`config.mk`:
```
export PLATFORM = sky130hd
export DESIGN_NAME = mem_responder
export DESIGN_NICKNAME = d
export VERILOG_FILES = /design/src/rtl/mem_responder.sv
export SDC_FILE = /design/constraint.sdc
export NUM_CORES = 2
export LEC_CHECK = 0
export BUFFER_PORTS_ARGS = -buffer_cell sky130_fd_sc_hd__buf_4
export CAP_MARGIN = 20
export CELL_PAD_IN_SITES_DETAIL_PLACEMENT = 0
export CELL_PAD_IN_SITES_GLOBAL_PLACEMENT = 1
export CORE_UTILIZATION = 25
export CTS_CLUSTER_DIAMETER = 120
export DETAILED_ROUTE_END_ITERATION = 8
export GPL_ROUTABILITY_DRIVEN = 0
export PLACE_DENSITY = 0.52
export REMOVE_ABC_BUFFERS = 1
export SLEW_MARGIN = 5
export SYNTH_ARGS = -nofsm -noshare
export SYNTH_HDL_FRONTEND = slang
export SYNTH_SLANG_ARGS = --single-unit
```
`constraint.sdc`:
```
create_clock -name clk -period 4.7 [get_ports clk]
set_clock_uncertainty 0.2 [all_clocks]
set_input_delay 0.94 -clock clk [delete_from_list [all_inputs] [get_ports clk]]
set_output_delay 0.94 -clock clk [all_outputs]
set_load 0.02 [all_outputs]
```
`src/rtl/mem_responder.sv`:
```
// ---------------------------------------------------------------------------
// mem_responder
//
// Word-addressed data/instruction memory for the multicycle ARM datapath.
// A request is taken in IDLE. The memory then waits a fixed LATENCY and
// answers with a one-cycle ready pulse. Misaligned and out-of-range accesses
// are reported on err instead of wrapping onto a valid word.
//
// Ports:
//   clk    - clock, rising edge
//   reset  - asynchronous, active-high reset
//   req    - request strobe, sampled only in IDLE
//   we     - 1 = write, 0 = read, sampled with req
//   addr   - byte address, sampled with req
//   wdata  - write data, sampled with req
//   rdata  - registered read data, holds the last successful read
//   ready  - one-cycle completion pulse
//   err    - access error, valid only while ready = 1
//   busy   - high whenever the responder is not in IDLE
// ---------------------------------------------------------------------------
module mem_responder #(
    parameter int WIDTH      = 32,
    parameter int DEPTH_LOG2 = 6,
    parameter int LATENCY    = 2
) (
    input  logic             clk,
    input  logic             reset,
    input  logic             req,
    input  logic             we,
    input  logic [31:0]      addr,
    input  logic [WIDTH-1:0] wdata,
    output logic [WIDTH-1:0] rdata,
    output logic             ready,
    output logic             err,
    output logic             busy
);

    localparam int DEPTH = 1 << DEPTH_LOG2;

    // The counter only has to hold LATENCY-1, so it needs at least one bit.
    localparam int CW = (LATENCY > 1) ? $clog2(LATENCY) : 1;
    localparam logic [CW-1:0] CNT_LOAD = CW'(LATENCY - 1);

    localparam logic [1:0] ST_IDLE = 2'd0;
    localparam logic [1:0] ST_WAIT = 2'd1;
    localparam logic [1:0] ST_RESP = 2'd2;

    logic [1:0]            state;
    logic [CW-1:0]         counter;
    logic                  lat_we;
    logic [31:0]           lat_addr;
    logic [WIDTH-1:0]      lat_wdata;
    logic [WIDTH-1:0]      mem [0:DEPTH-1];

    logic                  access_now;
    logic                  acc_err;
    logic                  mem_wr;
    logic [DEPTH_LOG2-1:0] word_idx;

    // The access fires on the edge that leaves WAIT. Checks use the latched
    // address, so the master may change addr after it has been accepted.
    // An address with any bit set above the array is an error rather than
    // an alias of a low word. The reset term keeps an aborted request from
    // writing while reset is held.
    always_comb begin
        access_now = (state == ST_WAIT) && (counter == '0);
        acc_err    = (lat_addr[1:0] != 2'b00) ||
                     ((lat_addr >> (DEPTH_LOG2 + 2)) != 32'd0);
        mem_wr     = access_now && lat_we && !acc_err && !reset;
        word_idx   = lat_addr[DEPTH_LOG2+1:2];
    end

    // The memory array has no reset, so its power-up contents are undefined.
    // It is written only by a valid write on the WAIT->RESP edge.
    always_ff @(posedge clk) begin
        if (mem_wr) begin
            mem[word_idx] <= wdata_hold(lat_wdata);
        end
    end

    // Control FSM, request latches and registered outputs.
    // IDLE latches the request and loads the latency counter.
    // WAIT counts down, then performs the access and raises ready.
    // RESP holds ready for its single cycle and then returns to IDLE.
    // A req seen during RESP is ignored and can only be taken in IDLE.
    // busy is registered next to state so that it always equals state != IDLE.
    always_ff @(posedge clk or posedge reset) begin
        if (reset) begin
            state     <= ST_IDLE;
            counter   <= '0;
            lat_we    <= 1'b0;
            lat_addr  <= '0;
            lat_wdata <= '0;
            rdata     <= '0;
            ready     <= 1'b0;
            err       <= 1'b0;
            busy      <= 1'b0;
        end else begin
            case (state)
                ST_IDLE: begin
                    if (req) begin
                        lat_we    <= we;
                        lat_addr  <= addr;
                        lat_wdata <= wdata;
                        counter   <= CNT_LOAD;
                        state     <= ST_WAIT;
                        busy      <= 1'b1;
                    end
                end
                ST_WAIT: begin
                    if (counter != '0) begin
                        counter <= counter - 1'b1;
                    end else begin
                        state <= ST_RESP;
                        ready <= 1'b1;
                        err   <= acc_err;
                        if (!acc_err && !lat_we) begin
                            rdata <= mem[word_idx];
                        end
                    end
                end
                ST_RESP: begin
                    state <= ST_IDLE;
                    ready <= 1'b0;
                    err   <= 1'b0;
                    busy  <= 1'b0;
                end
                default: begin
                    state <= ST_IDLE;
                    ready <= 1'b0;
                    err   <= 1'b0;
                    busy  <= 1'b0;
                end
            endcase
        end
    end

    // Identity pass-through. It keeps the array write port to a single
    // named data source.
    function automatic logic [WIDTH-1:0] wdata_hold(input logic [WIDTH-1:0] d);
        return d;
    endfunction

endmodule

```
==> Word level (Yosys, flattened, before mapping) <==
Memories as Yosys holds them, arrays and structs flattened. A register that Yosys moved wholly into a read port is not among the register bits.
Cells that the tools add are included.
{ "op_classes": {"n_addsub": 1, "reduce_logical": 19, "n_eq_ne": 3, "n_bitwise": 3, "n_mux": 13} }
{ "op_table": {"columns": ["cell", "count"], "rows": [
  ["32-bit nonzero test", 1],
  ["2-bit AND reduction", 5],
  ["1-bit one-hot mux with 2 select lines", 4],
  ["1-bit 2-to-1 mux", 6],
  ["1-bit logical AND", 5],
  ["2-bit 2-to-1 mux", 2],
  ["2-bit != test, second input constant", 2],
  ["2-bit one-hot mux with 2 select lines", 1],
  ["2-bit nonzero test", 2],
  ["1-bit zero test", 3],
  ["1-bit NOT", 3],
  ["3-bit AND reduction", 1],
  ["2-bit by 1-bit equality test with 1-bit output, second input constant", 1],
  ["2-bit zero test", 1],
  ["1-bit logical OR", 1],
  ["1-bit subtractor, second input constant", 1]
]} }
{ "word_totals": {"in_bits": 68, "regBits": 71, "ram_bits": 2048, "mem_count": 1, "out_inout_bits": 35, "elab_cells": 48} }
{ "memory_table": {"columns": ["memory", "words", "width", "rd", "rd_clocked_by_memory_dff", "wr", "line_no", "source"], "rows": [
  ["mem", 64, 32, 1, 1, 1, "53", "logic [WIDTH-1:0] mem [0:DEPTH-1];"]
]} }

==> Logic depth before layout (Yosys ltp) <==
{ "logic_depth": {"ltp_word": 7, "mapped_depth": 12, "mapped_depth_nobuf": 6} }

==> Least setup slack after synthesis <==
OpenSTA, ideal clock, no wires.
{ "synth_path": {"path_kind": "input-to-reg", "start": "input port reset", "end": "memory mem[11][0], enable pin", "path_slack_ns": -1.229, "n_path_buf": 1, "arrival_ns": 5.308, "t_required_ns": 4.079, "cell_stages": 5, "setup_time_ns": 0.421, "path_cell_list": "inv_1 and4_1 buf_2 nand3_1 nor2_1"} }
{ "synth_between": {"elab_chain_len": 4} }
{ "synth_rtl": {"columns": ["item", "line_no", "source"], "rows": [
  ["start: declaration", "27", "input logic reset,"],
  ["1-bit zero test (no source line)", null, null],
  ["1-bit logical AND", "69", "mem_wr = access_now && lat_we && !acc_err && !reset;"],
  ["1-bit 2-to-1 mux", "76", "if (mem_wr) begin"],
  ["1-bit 2-to-1 mux (not written as such)", "77", "mem[word_idx] <= wdata_hold(lat_wdata);"],
  ["end: declaration", "53", null]
]} }
No other way between the ends.

==> impl_results.md <==
* Number of global-route vias before repair at between 40000 and 50000
* CTS tree: yes
* DP Worst Slack at 343.0 ps
* Period utilization at 0.9467
* # clock sinks at roughly 2200
* Ys Warns at 0
* Complex-gate fraction of the synthesized area at 0.08869
* Reg2reg path depth at 7
* Top post-synthesis cells by area: edfxtp_1, mux2_2, mux4_2
* Startpoint types: flop
* Count leader, synth: edfxtp_1
* TritonRoute pass-1 iters at 6
* Area grow syn2layout at 19.22%
* Crit path capture type: flop
* Fill cells at roughly 32000
* EDFF count, synth at a little over 2000
* CP Class: flop to flop
* Synthesized instance count at approximately 4400
* Pwr/cell area at approximately 650 nW/µm²
* Netlist cell types at ~70
* Ys async rst share at 0.04788
* Main synth FF type: edfxtp_1
* Initial Util at 0.2519
* H-Tree Depth at 4
* Area of the multi-input gates at 17560 µm²
* Root Driver: clkbuf_16
* All-layer global routing usage at 0.1875
* Clock Path Buffers at 3
* Area share of fa/ha/maj cells after synthesis at 0
* FMAX at between 200 and 250 MHz
* Final ANT Viol Nets at 0
* Crit. Startpoint: lat_addr[2]
* Leakage at roughly 0.03 µW
* DRT Wirelength at roughly 320 mm
* Die Width at 577.1 µm
* Post-Synth XOR/XNOR Area at 0
* CTS Buf Count at roughly 230
* Postcts setup bufs at 0
* Number of port buffers at approximately 100
* Clock-pin transition on the worst setup and hold timing paths at around 60 ps
* Reg2reg start: lat_addr[2]
* Final critical-path required period at between 4000 and 5000 ps
* Slew at the pin closest to its max-slew limit at 1153 ps
* Share of layout cells above drive strength 1 at 0.2602
* Arr. time, crit path at approximately 5000 ps
* Most instantiated cells after synthesis: edfxtp_1, mux2_2, a221oi_1
* Synth top area share at 0.7439
* Worst EP required at 5220 ps
* Row cnt at between 200 and 250
* Register Area at 64130 µm²
* DRC at 0
* Worst R2R End: rdata[13]
* Hold buffers post-CTS at 0
* Final Setup Violations at 0
* Final slew viol count at 0
* Initial antenna violation count at 27
* HP Class: primary input to flop
* Largest family of logic cells by synthesized area: multiplexers
* Largest net degree at the start of global routing at 66
* Crit-path max FO at 36
* Core Box Area at roughly 330000 µm²
* Highest routed layer: met5
* Worst-skew pair later-pin latency at 890 ps
* Worst R2R Setup Slack at approximately 250 ps
* Final nets at 4873
* Fin. Hold Viols at 0
* Status: finished clean
* Vias/cell at between 5 and 6
* Syn avg cell area at about 19 µm²
* PostCTS Resize Cnt at 0
* Peak VDD IR at 0.0003779 V
* Placed instance area at 91460 µm²
* Dpl hpwl at approximately 200 mm
* Multiplexer area fraction after synthesis at 0.09459
* PnR worst setup slack at ~250 ps
* GRT overflow at 0
* DIE AREA at 333000 µm²
* Simple logic cell fraction of the synthesized area at 0.02173
* Die H at just under 600 µm
* Synthesized area at around 83000 µm²
* Metal-1 WL at about 140 mm
* 1st-iter DRT viols at 6601
* First-pass GRT wire length at 428.4 mm
* Ports at around 100
* Synth area leader: edfxtp_1
* WL/cell at roughly 34 µm
* RSZ-0062 raised after global routing: false
* CP endpoint: rdata[13]
* Rel. slew slack at 0.2233
* Routed vias at just under 50000
* Met2 Wirelength at ~150 mm
* #FFs+latches synth at ~2200
* Maxcap violations at 0
* Post-route cell area at around 99000 µm²
* Met3 wire len at roughly 25 mm
* Sequential area share after synthesis at 0.7751
* Tot Pwr at approximately 64000 µW
[state kept, by name, summed over array words and instances, names as in the netlist]
name / flops
mem: 2048
lat_addr: 32
lat_wdata: 32
rdata: 32
state: 2
busy: 1
counter: 1
err: 1
lat_we: 1
ready: 1
[per-stage QoR]
stage	util	hold WS (ps)	cells	TNS, ps
3_5_place_dp	0.2787	276.0	8923	0
4_1_cts	0.3003	27.17	9343	0
3_3_place_gp	0.2784	274.9	8918	-214.3
6_report	0.3003	91.09	9352	0
2_1_floorplan	-	271.8	4114	-
5_1_grt	0.3003	62.16	9345	0
[critical path, stage by stage, from the launching register on]
cell and delay [ps]:
dfrtp_4 980, nand2b_2 560, buf_4 350, o22ai_1 130, a22oi_1 440, o2111ai_1 520, a211oi_1 800, a21oi_1 140
[layout make-up]
cell class	count	share of cell area
clock buffers	308	0.06192
multi-input cells	1958	0.1782
clock inverters	112	0.009864
diodes	9	0.0002285
inverters	5	0.0003681
flip-flops and latches	2151	0.6507
well taps	4346	0.05517
repair buffers	463	0.04359
[kinds of logic (layout without fill, tap and decap cells)]
kind of cell    count (synthesis)  in the layout
flops                        2151           2151
compound gates                980            980
mux                           596            596
simple gates                  382            382
buf+inv                       318            888
other cells                     0              9
[power by group]
| part | internal (µW) | total (µW) | switching [µW] |
|---|---|---|---|
| Clock | 9690 | 17400 | 7680 |
| Combinational | 6320 | 21400 | 15100 |
| Sequential | 24100 | 25500 | 1420 |
| Total | 40100 | 64300 | 24200 |
[worst min-delay path by stage]
| stage | startpoint | endpoint | slack (ps) | cells past startpoint |
|---|---|---|---|---|
| floorplan | lat_addr[25] | lat_addr[25] | 270 | 1 |
| global route | wdata[9] | lat_wdata[9] | 60 | 2 |
| detailed placement | busy | busy | 280 | 1 |
| global placement | busy | busy | 270 | 1 |
| finish | wdata[19] | lat_wdata[19] | 90 | 2 |
| CTS | wdata[30] | lat_wdata[30] | 30 | 2 |
[cell usage in the layout, fill, tap and decap left out, types with 30 or more instances in the layout]
cell	synthesis	layout
nor2_4	0	68
edfxtp_1	2048	2048
o21ai_0	104	103
mux2_2	272	272
clkinv_1	0	47
mux4_2	121	121
clkbuf_16	0	226
buf_4	48	398
nand2_1	86	86
buf_12	0	64
a21oi_1	88	88
a22o_1	56	56
mux2i_1	203	203
a22oi_1	177	177
a221oi_1	221	221
a31oi_1	38	38
nor2_1	163	93
clkbuf_1	96	68
clkinv_2	0	37
o22ai_1	116	116
dfrtp_1	103	68
a221o_1	57	57
dfrtp_2	0	30
[layer usage]
layer,GRT usage,vias up
met5,0,-
met4,0.05207,8
met3,0.03306,397
met2,0.2993,2416
met1,0.2611,26247
li1,-,19211
Note: power is estimated with default switching activity, not from simulation.
